`config.mk`:
```
export PLATFORM = sky130hd
export DESIGN_NAME = tmds_decode
export DESIGN_NICKNAME = d
export VERILOG_FILES = /design/src/rtl/tmds_decode.sv
export SDC_FILE = /design/constraint.sdc
export NUM_CORES = 1
export LEC_CHECK = 0
export CORE_UTILIZATION = 57
export CTS_CLUSTER_SIZE = 16
export DETAILED_ROUTE_END_ITERATION = 16
export HOLD_SLACK_MARGIN = 0.06
export PLACE_DENSITY = 0.79
export REMOVE_ABC_BUFFERS = 1
export SYNTH_ARGS = -nofsm -noshare
export SYNTH_HDL_FRONTEND = slang
export SYNTH_SLANG_ARGS = --single-unit
```
`constraint.sdc`:
```
create_clock -name vga_clk -period 2.5 [get_ports vga_clk]
set_clock_uncertainty 0.2 [all_clocks]
set_input_delay 0.5 -clock vga_clk [delete_from_list [all_inputs] [get_ports vga_clk]]
set_output_delay 0.5 -clock vga_clk [all_outputs]
set_load 0.01 [all_outputs]
```
`src/rtl/tmds_decode.sv`:
```
// TMDS receive decoder: 10b symbol -> 8b pixel / c0 / c1 / de, with a bitslip word-alignment FSM.
// Optional running-disparity monitor, built only when DISPARITY_CHECK_EN is defined.
module tmds_decode #(
  parameter int CTRL_RUN       = 8,
  parameter int SEARCH_TIMEOUT = 1024,
  parameter int SLIP_WAIT      = 16,
  parameter int LOSS_TIMEOUT   = 4096,
  parameter int DISP_LIMIT     = 20
) (
  input  logic       vga_clk,
  input  logic       sys_rst_n,
  input  logic [9:0] symbol_in,
  output logic [7:0] data_out,
  output logic       hsync,
  output logic       vsync,
  output logic       de,
  output logic       bitslip,
  output logic       aligned,
  output logic       disp_err
);
  localparam int RW = $clog2(CTRL_RUN) + 1;
  localparam int TW = $clog2(SEARCH_TIMEOUT) + 1;
  localparam int WW = $clog2(SLIP_WAIT) + 1;
  localparam int LW = $clog2(LOSS_TIMEOUT) + 1;
  localparam logic [RW-1:0] RUN_LAST  = RW'(CTRL_RUN - 1);
  localparam logic [TW-1:0] TO_LAST   = TW'(SEARCH_TIMEOUT - 1);
  localparam logic [WW-1:0] WAIT_LAST = WW'(SLIP_WAIT - 1);
  localparam logic [LW-1:0] LOSS_LAST = LW'(LOSS_TIMEOUT - 1);

  localparam logic [1:0] S_SEARCH = 2'd0;
  localparam logic [1:0] S_SLIP   = 2'd1;
  localparam logic [1:0] S_WAIT   = 2'd2;
  localparam logic [1:0] S_LOCKED = 2'd3;

  // The disparity accumulator is 7-bit signed; one more symbol (+/-10) must still fit.
  if (DISP_LIMIT < 0 || DISP_LIMIT > 53) begin : g_bad_limit
    $error("DISP_LIMIT out of range for 7-bit accumulator");
  end

  logic       w_in_ctrl;
  logic [1:0] w_in_cbits;
  logic [9:0] r_sym;
  logic       r_ctrl;
  logic [1:0] r_cbits;
  logic [7:0] w_d, w_data;

  always_comb begin
    w_in_ctrl  = 1'b1;
    w_in_cbits = 2'b00;
    case (symbol_in)
      10'h0AB: w_in_cbits = 2'b00;
      10'h354: w_in_cbits = 2'b01;
      10'h0AA: w_in_cbits = 2'b10;
      10'h355: w_in_cbits = 2'b11;
      default: w_in_ctrl  = 1'b0;
    endcase
  end

  always_ff @(posedge vga_clk or negedge sys_rst_n) begin
    if (!sys_rst_n) begin
      r_sym   <= '0;
      r_ctrl  <= 1'b0;
      r_cbits <= 2'b00;
    end else begin
      r_sym   <= symbol_in;
      r_ctrl  <= w_in_ctrl;
      r_cbits <= w_in_cbits;
    end
  end

  always_comb begin
    w_d    = r_sym[9] ? ~r_sym[7:0] : r_sym[7:0];
    w_data = '0;
    w_data[0] = w_d[0];
    for (int i = 1; i < 8; i++)
      w_data[i] = r_sym[8] ? (w_d[i] ^ w_d[i-1]) : ~(w_d[i] ^ w_d[i-1]);
  end

  logic [1:0]    r_state, w_state_nx;
  logic [RW-1:0] r_run;
  logic [TW-1:0] r_to;
  logic [WW-1:0] r_wait;
  logic [LW-1:0] r_loss;
  logic          w_al_nx;

  // A control token in the same cycle as a loss timeout keeps lock (checked via !r_ctrl).
  always_comb begin
    w_state_nx = r_state;
    case (r_state)
      S_SEARCH: if (r_ctrl && r_run == RUN_LAST)      w_state_nx = S_LOCKED;
                else if (!r_ctrl && r_to == TO_LAST)  w_state_nx = S_SLIP;
      S_SLIP:   w_state_nx = S_WAIT;
      S_WAIT:   if (r_wait == WAIT_LAST)              w_state_nx = S_SEARCH;
      S_LOCKED: if (!r_ctrl && r_loss == LOSS_LAST)   w_state_nx = S_SEARCH;
      default:  w_state_nx = S_SEARCH;
    endcase
  end
  assign w_al_nx = (w_state_nx == S_LOCKED);

  always_ff @(posedge vga_clk or negedge sys_rst_n) begin
    if (!sys_rst_n) begin
      r_state <= S_SEARCH;
      r_run   <= '0;
      r_to    <= '0;
      r_wait  <= '0;
      r_loss  <= '0;
    end else begin
      r_state <= w_state_nx;
      case (r_state)
        S_SEARCH: begin
          if (w_state_nx != S_SEARCH) begin
            r_run <= '0;
            r_to  <= '0;
          end else if (r_ctrl) begin
            r_run <= (r_run == '1) ? r_run : r_run + 1'b1;
            r_to  <= '0;
          end else begin
            r_run <= '0;
            r_to  <= (r_to == '1) ? r_to : r_to + 1'b1;
          end
        end
        S_WAIT:
          r_wait <= (w_state_nx != S_WAIT || r_wait == '1) ? '0 : r_wait + 1'b1;
        S_LOCKED:
          r_loss <= (r_ctrl || w_state_nx != S_LOCKED || r_loss == '1) ? '0 : r_loss + 1'b1;
        default: ;
      endcase
    end
  end

  always_ff @(posedge vga_clk or negedge sys_rst_n) begin
    if (!sys_rst_n) begin
      data_out <= '0;
      hsync    <= 1'b0;
      vsync    <= 1'b0;
      de       <= 1'b0;
      bitslip  <= 1'b0;
      aligned  <= 1'b0;
    end else begin
      bitslip <= (w_state_nx == S_SLIP);
      aligned <= w_al_nx;
      if (!w_al_nx) begin
        data_out <= '0;
        de       <= 1'b0;
        hsync    <= 1'b0;
        vsync    <= 1'b0;
      end else if (r_ctrl) begin
        data_out <= '0;
        de       <= 1'b0;
        {vsync, hsync} <= r_cbits;
      end else begin
        data_out <= w_data;
        de       <= 1'b1;
      end
    end
  end

`ifdef DISPARITY_CHECK_EN
  localparam logic signed [6:0] DLIM = 7'(DISP_LIMIT);
  logic signed [6:0] r_disp, w_bal, w_sum, w_mag;
  logic [3:0]        w_ones;
  logic              w_viol;

  always_comb begin
    w_ones = '0;
    for (int i = 0; i < 10; i++) w_ones = w_ones + {3'b000, r_sym[i]};
    w_bal  = $signed({2'b00, w_ones, 1'b0}) - 7'sd10;
    w_sum  = r_disp + w_bal;
    w_mag  = (w_sum < 0) ? -w_sum : w_sum;
    w_viol = w_al_nx && !r_ctrl && (w_mag > DLIM);
  end

  always_ff @(posedge vga_clk or negedge sys_rst_n) begin
    if (!sys_rst_n) begin
      r_disp   <= '0;
      disp_err <= 1'b0;
    end else begin
      disp_err <= w_viol;
      if (r_ctrl || !w_al_nx || w_viol) r_disp <= '0;
      else                              r_disp <= w_sum;
    end
  end
`else
  assign disp_err = 1'b0;
`endif

endmodule

```
Word level (Yosys, flattened, before mapping)

Cells that the tools add are included.

Reduce and logical (&&, ||, !) cells: 12
Bitwise operators: 15
Add/subtract/negate cells: 4
Multiplexer cells: 31
Equal/unequal tests: 22

Operator list:

| kind                  | count |
|---|---|
| $mux 11               | 3 |
| $mux 8                | 3 |
| $eq 10x10->1 const B  | 2 |
| $eq 10x8->1 const B   | 2 |
| $mux 1                | 14 |
| $add 13x1->13 const B | 1 |
| $eq 13x12->1 const B  | 1 |
| $eq 13x13->1 const B  | 1 |
| $mux 13               | 1 |
| $mux 4                | 3 |
| $add 11x1->11 const B | 1 |
| $eq 11x10->1 const B  | 1 |
| $eq 11x11->1 const B  | 1 |
| $mux 2                | 4 |
| $not 8->8             | 1 |
| $pmux 2 s4            | 1 |
| $not 1->1             | 7 |
| $xor 1x1->1           | 7 |
| $eq 2x2->1 const B    | 3 |
| $ne 2x2->1 const B    | 3 |
| $ne 3x3->1 const B    | 2 |
| $pmux 2 s3            | 1 |
| $add 5x1->5 const B   | 1 |
| $eq 5x4->1 const B    | 1 |
| 13 further kinds      | 19 |

Input bits: 12
Output and inout bits: 14
Register bits after elaboration: 61
Logic and storage cells: 98

Longest topological paths before layout

Gate-level depths: netlist of the first run.

Word-level depth: 9
Depth in mapped cells: 7
Depth with buffers taken out: 6

Least setup slack after synthesis of the first run

No wires, ideal clock.

Path kind: register to register
From: register r_ctrl
To: register r_to[4]
Setup slack: 492 ps
Path buffers: 0
Setup time: 154 ps
Required time: 2146 ps
Clock period less this slack: 2008 ps
Data arrival time: 1655 ps
Stages on the path, launching flop included: 5
Cells stage by stage: dfrtp_1 -> or4_1 -> or4_4 -> o211ai_4 -> a221oi_1

Word-level cells in the longest chain between the ends: 8
Elaborated cells between the ends (all ways): 13
Those cells by class: 1 x eq/ne; 6 x mux; 6 x reduce/logical

RTL lines:

| item                              | RTL line | source |
|---|---|---|
| start: declaration                | 43       | `logic r_ctrl;` |
| start signal: assignment          | 66       | `r_ctrl <= w_in_ctrl;` |
| $logic_not 1->1                   | 91, 94   |  |
| $logic_and 1x1->1                 | 91       | `else if (!r_ctrl && r_to == TO_LAST) w_state_nx = S_SLIP;` |
| $mux 2                            | 91       |  |
| $mux 2                            | 90       | `S_SEARCH: if (r_ctrl && r_run == RUN_LAST) w_state_nx = S_LOCKED;` |
| $pmux 2 s4                        | 89       | `case (r_state)` |
| $reduce_bool 2->1                 | 111      | `if (w_state_nx != S_SEARCH) begin` |
| $ne 3x3->1 (no source line)       | n/a      |  |
| $reduce_and 2->1 (no source line) | n/a      |  |
| end signal: assignment            | 119      | `r_to <= (r_to == '1) ? r_to : r_to + 1'b1;` |
| end: declaration                  | 81       | `logic [TW-1:0] r_to;` |

Several ways; a longest one is shown, not always the timed one.
A chain may end at the register's enable or synchronous reset.

Worst setup path in the final report of the first run

From: register r_to[10]
To: register r_to[4]

Word-level cells in the longest chain between the ends: 8
Elaborated cells between the ends (all ways): 10
Those cells by class: 3 x eq/ne; 4 x mux; 3 x reduce/logical

RTL lines:

| item                              | RTL line |
|---|---|
| $eq 11x10->1                      | 91 |
| $logic_and 1x1->1                 | 91 |
| $mux 2                            | 91 |
| $mux 2                            | 90 |
| $pmux 2 s4                        | 89 |
| $reduce_bool 2->1                 | 111 |
| $ne 3x3->1 (no source line)       | n/a |
| $reduce_and 2->1 (no source line) | n/a |

Several ways; a longest one is shown, not always the timed one.

==> results of run 1 <==
==> stage by stage <==
| step | total power, W | setup slack, ns |
|---|---|---|
| detailed placement | 0.00144 | 0.348 |
| CTS | 0.00228 | 0.328 |
| global placement | 0.00143 | 0.418 |
| global route | 0.00237 | 0.217 |
| floorplan | 0.00133 | 0.362 |
| finish | 0.00227 | 0.318 |
==> sequential cells by signal, summed over array words and instances, names as in the netlist <==
register,flops
data_out,8
vsync,1
r_wait,5
r_run,4
de,1
r_loss,13
r_cbits,2
r_sym,10
r_to,11
bitslip,1
hsync,1
r_state,2
r_ctrl,1
aligned,1
==> cells in the final DEF, fill, tap and decap left out, types with 2 or more instances in the layout <==
cell / instances
and4_1: 4
nand2_1: 24
mux2i_1: 7
or4_1: 2
clkdlybuf4s50_1: 23
nor3_1: 3
a211oi_1: 2
inv_1: 11
and3_1: 9
buf_4: 4
or3_1: 4
xor2_1: 6
nor3b_1: 3
clkinv_2: 2
dfrtp_1: 61
a41oi_1: 2
nand4_1: 8
and2_1: 2
nand3_1: 11
nand2b_1: 4
clkbuf_8: 13
nor2_1: 25
xnor2_1: 12
nand4b_1: 2
a21oi_1: 11
o21ai_0: 25
ha_1: 6
nor4_1: 3
o211ai_1: 3
==> worst paths after layout <==
check                                 end  cells after the start  slack (ns)
worst max-delay path              r_to[4]                      4        0.32
worst min-delay path            r_wait[3]                      1        0.29
worst max register to register    r_to[4]                      4        0.32
worst min register to register  r_wait[3]                      1        0.29
max in group asynchronous       r_wait[2]                      3        1.35
min in group asynchronous       r_loss[6]                      3        0.49
==> layer usage <==
layer / share of wire (%) / GRT usage [%] / vias up / wire length, um
met1: 46 / 31.5 / 1049 / 2520
met5: 0 / 0 / - / 0
met3: 5.2 / 7.18 / 11 / 288
met4: 2.0 / 9.15 / 0 / 108
met2: 47 / 36.6 / 51 / 2580
li1: - / - / 1061 / -
==> cell type report <==
type / count / area (um^2)
timing repair buffer: 30 / 295
clock inverter: 3 / 17.5
multi-input combinational: 197 / 1240
sequential: 61 / 1530
clock buffer: 13 / 179
tap: 67 / 83.8
fill: 344 / 1400
inverter: 11 / 41.3
==> kinds of logic (layout without fill, tap and decap cells) <==
group,Yosys count,in the layout,synth area share [%]
AOI/OAI and AO/OA,54,54,11.8
and+or+nand+nor,110,110,20.5
xor gates and xnor gates,18,18,5.51
other,1,1,0.131
adders and majority gates,6,6,2.62
buffers and inverters,23,57,3.24
DFF,61,61,53.4
muxes,8,8,2.84
==> power by group through the flow <==
stage,clock network (W),logic [W],registers (W)
after floorplan,0,0.000187,0.00115
after global placement,0,0.000260,0.00117
after detailed placement,0,0.000274,0.00117
after CTS,0.000852,0.000277,0.00115
after global routing,0.000896,0.000307,0.00117
final,0.000838,0.000278,0.00115
==> worst max-delay path, cell delays in order, from the launching register on <==
cell and delay [ns]:
dfrtp_1 0.42, or4_1 0.53, or4_4 0.54, o211ai_4 0.17
a221oi_1 0.15
==> metrics, run 1 <==
initial core utilization 59.8%; Mapped Area approximately 2900 um^2; Synth Instances 281; IO buf count 24; Post-CTS Setup Inserts 0; die area 5300 um^2; pwr dens around 670 nW/um^2; internal power 0.00165 W; layout cells sized above 1 8.25%; GP Congestion 0.902; switching share of power 27.2%; nets 328; area leader, netlist dfrtp_1; number of remaining DRC errors 0; HP Start r_wait[3]; I/O Pins 26; Ys Warns 0; Crit Path Max Fanout 9; Period minus WS final between 2 and 2.5 ns; DP HPWL around 3700 um; Post-Place Cell Area 3180 um^2; All-Layer GR Usage 23.6%; Post-Layout Cell Count about 380; Fin. Hold Viols 0; relative max-transition margin between 50% and 60%; CP arrival 2.15 ns; global-route wire length before repair 9330 um; Top FF cell, synth dfrtp_1; Worst setup EP type flip-flop; top post-synthesis cells by count dfrtp_1 (61), nor2_1 (25), o21ai_0 (25); row cnt 25; clock latency on the worst-skew pair 0.34 ns; chip height roughly 73 um; core area roughly 4800 um^2; setup TNS 0 ns; area grow syn2layout 18.3%; htree depth 3; Yosys reg bits 61; initial antenna violation count 0; share of the synthesized area in the top cell type 53.4%; syn avg cell area between 10 and 15 um^2; CP startpoint r_to[10]; net switching power 0.000618 W; WL/cell 14.4 um; worst hold path class reg -> reg; clock share of power between 30 and 40%; vias in the first global route between 2,000 and 2,500; Final Core Density 70.7%; number of DRC markers in iteration 0 138; CP Class reg -> reg; status finished clean; total CTS buffers 9; Antenna Nets Post-Route 0; # resized after CTS 0; sequential-to-total area share from yosys stat between 50 and 60%; Data required, critical path 2.47 ns; P_leak 1.53 nW; Post-synth ARST share 100%; clk root buf clkbuf_8; VDD IR-drop max ~0.5 mV; fmax roughly 0.46 GHz; power share of the sequential group 50.9%; hold_buf cts 1; vias per cell 5.69; CP Launch Type flip-flop; placed insts 365; Worst-path clk slew 0.06 ns; Die X 72.8 um; GRT overflow 0; Synth area leaders dfrtp_1 (53%), o21ai_0 (4.4%), xnor2_1 (3.7%), nor2_1 (3.3%), nand2_1 (3.1%); Period Utilization, post-route 87.3%; clk buf depth 2; Logic pwr share 12.2%; CTS tree yes; R2R Path Start r_to[10]; clock sinks 61; most frequent cell after synthesis dfrtp_1; Worst Max-Slew Pin Slew 0.683 ns; n_diodes 0; RSZ-0062 raised after global routing false; fin area 3380 um^2; fin. max-slew vios 0; DR pass1 iterations 4; via count 2,172; largest net degree at the start of global routing 62; EDFF count, synth 0; number of library cell types mapped by synthesis 48; Final setup viols 0; Hold WS 0.286 ns; max cap viols 0; final wirelength around 5500 um
Power figures use the tool's default switching activity.
==> run 2: changes to the inputs <==
--- a/config.mk
+++ b/config.mk
@@ -10,6 +10,7 @@
 export DETAILED_ROUTE_END_ITERATION = 16
 export HOLD_SLACK_MARGIN = 0.06
 export PLACE_DENSITY = 0.79
+export RECOVER_POWER = 50
 export REMOVE_ABC_BUFFERS = 1
 export SYNTH_ARGS = -nofsm -noshare
 export SYNTH_HDL_FRONTEND = slang
==> run 2 against run 1 <==
Net effect: sequential cell count unchanged; register-to-register slack barely moved; power shrank 0.29%; core utilization decreased by 0.31 points; sequential share of layout area increased by 0.20 points; highest routed layer unchanged; clock power barely moved.
==> metrics, run 2 (synthesis gave the netlist of run 1 again) <==
DP HPWL 3720 um; Worst-path clk slew 0.06 ns; CP Class reg -> reg; fmax 0.458 GHz; GRT overflow 0; die area 5300 um^2; row cnt 25; Hold WS 0.286 ns; P_leak between 1.5 and 2 nW; initial antenna violation count 0; commonest cells after routing, fill and taps aside dfrtp_1 (61), nor2_1 (25), o21ai_0 (25); RSZ-0062 raised after global routing false; clock sinks 61; Final setup viols 0; global-route wire length before repair ~9300 um; via count around 2,200; clock latency on the worst-skew pair 0.34 ns; chip height 72.8 um; n_diodes 0; All-Layer GR Usage 23.6%; Die X approximately 73 um; max reg flops 13; WL/cell about 14 um; relative max-transition margin between 10% and 20%; IO buf count 24; clk buf depth 2; nets 328; vias in the first global route 2,027; total CTS buffers 9; Period Utilization, post-route about 87%; Period minus WS final 2.18 ns; I/O Pins 26; core area 4790 um^2; CP arrival 2.15 ns; final wirelength around 5500 um; Antenna Nets Post-Route 0; commonest non-fill, non-tap cell in the layout dfrtp_1; cells on worst reg2reg path 4; area grow syn2layout 17.8%; CTS tree yes; hold path cells 1; # resized after CTS 0; # fillers 346; Biggest register r_loss; biggest regs r_loss: 13 flops, r_to: 11 flops, r_sym: 10 flops; max cap viols 0; Worst setup EP type flip-flop; clk root buf clkbuf_8; layout cells sized above 1 8.25%; Data required, critical path ~2.5 ns; Post-Layout Cell Count 382; Crit Path Max Fanout 9; DR pass1 iterations 4; Fin. Hold Viols 0; largest net degree at the start of global routing 62; status finished clean; pwr dens 672 nW/um^2; setup TNS 0 ns; number of remaining DRC errors 0; number of DRC markers in iteration 0 138; Worst Max-Slew Pin Slew 1.27 ns; CP Launch Type flip-flop; worst hold path class reg -> reg; VDD IR-drop max slightly below 0.5 mV; initial core utilization approximately three fifths; fin. max-slew vios 0; vias per cell 5.67; placed insts 365; htree depth 3; GP Congestion about 0.9
run 2: where the power goes:
group,internal (W),switching (W)
clock,0.000464,0.000373
sequential,0.00105,0.000102
combinational,0.000129,0.000142
total,0.00165,0.000618
run 2: metal layers:
metal  up-vias  share of wire (%)  track usage (%)
met5         -                  0                0
met4         0                2.0             9.15
met3        11                5.2             7.18
met2        50                 47             36.6
met1      1043                 46             31.5
li1       1061                  -                -
run 2: through the flow:
step | instance area, um^2 | utilization [%] | worst slack (ns) | power (W)
after CTS | 3380 | 70.7 | 0.328 | 0.00228
after floorplan | 2810 | - | 0.362 | 0.00133
after detailed placement | 3180 | 66.4 | 0.348 | 0.00144
after global placement | 3180 | 66.4 | 0.418 | 0.00143
final | 3370 | 70.4 | 0.318 | 0.00226
after global routing | 3370 | 70.4 | 0.142 | 0.00237
run 2: path summary, 6_finish.rpt:
check,slack [ns],end,start
setup / recovery,0.32,r_to[4],r_to[10]
hold / removal,0.29,r_wait[3],r_wait[3]
setup reg to reg,0.32,r_to[4],r_to[10]
hold reg to reg,0.29,r_wait[3],r_wait[3]
max in group asynchronous,0.46,r_wait[2],sys_rst_n
min in group asynchronous,0.87,r_loss[5],sys_rst_n
run 2: final cells by class:
class	count	area (um^2)	area share, %
clock buffer	13	179	5.31
clock inverter	3	17.5	0.520
inverter	11	41.3	1.23
multi-input combinational	197	1240	36.8
sequential	61	1530	45.3
tap	67	83.8	2.49
timing repair buffer	30	280	8.32
run 2: critical path, cell delays in order (launching register included):
cell and delay (ns):
dfrtp_1 0.42, or4_1 0.53, or4_4 0.54, o211ai_4 0.17, a221oi_1 0.15
run 2: what timing repair did:
item                      in CTS  in global routing
hold buffers                   1                  0
hold endpoints to repair      61                  0
setup buffers                  0                  0
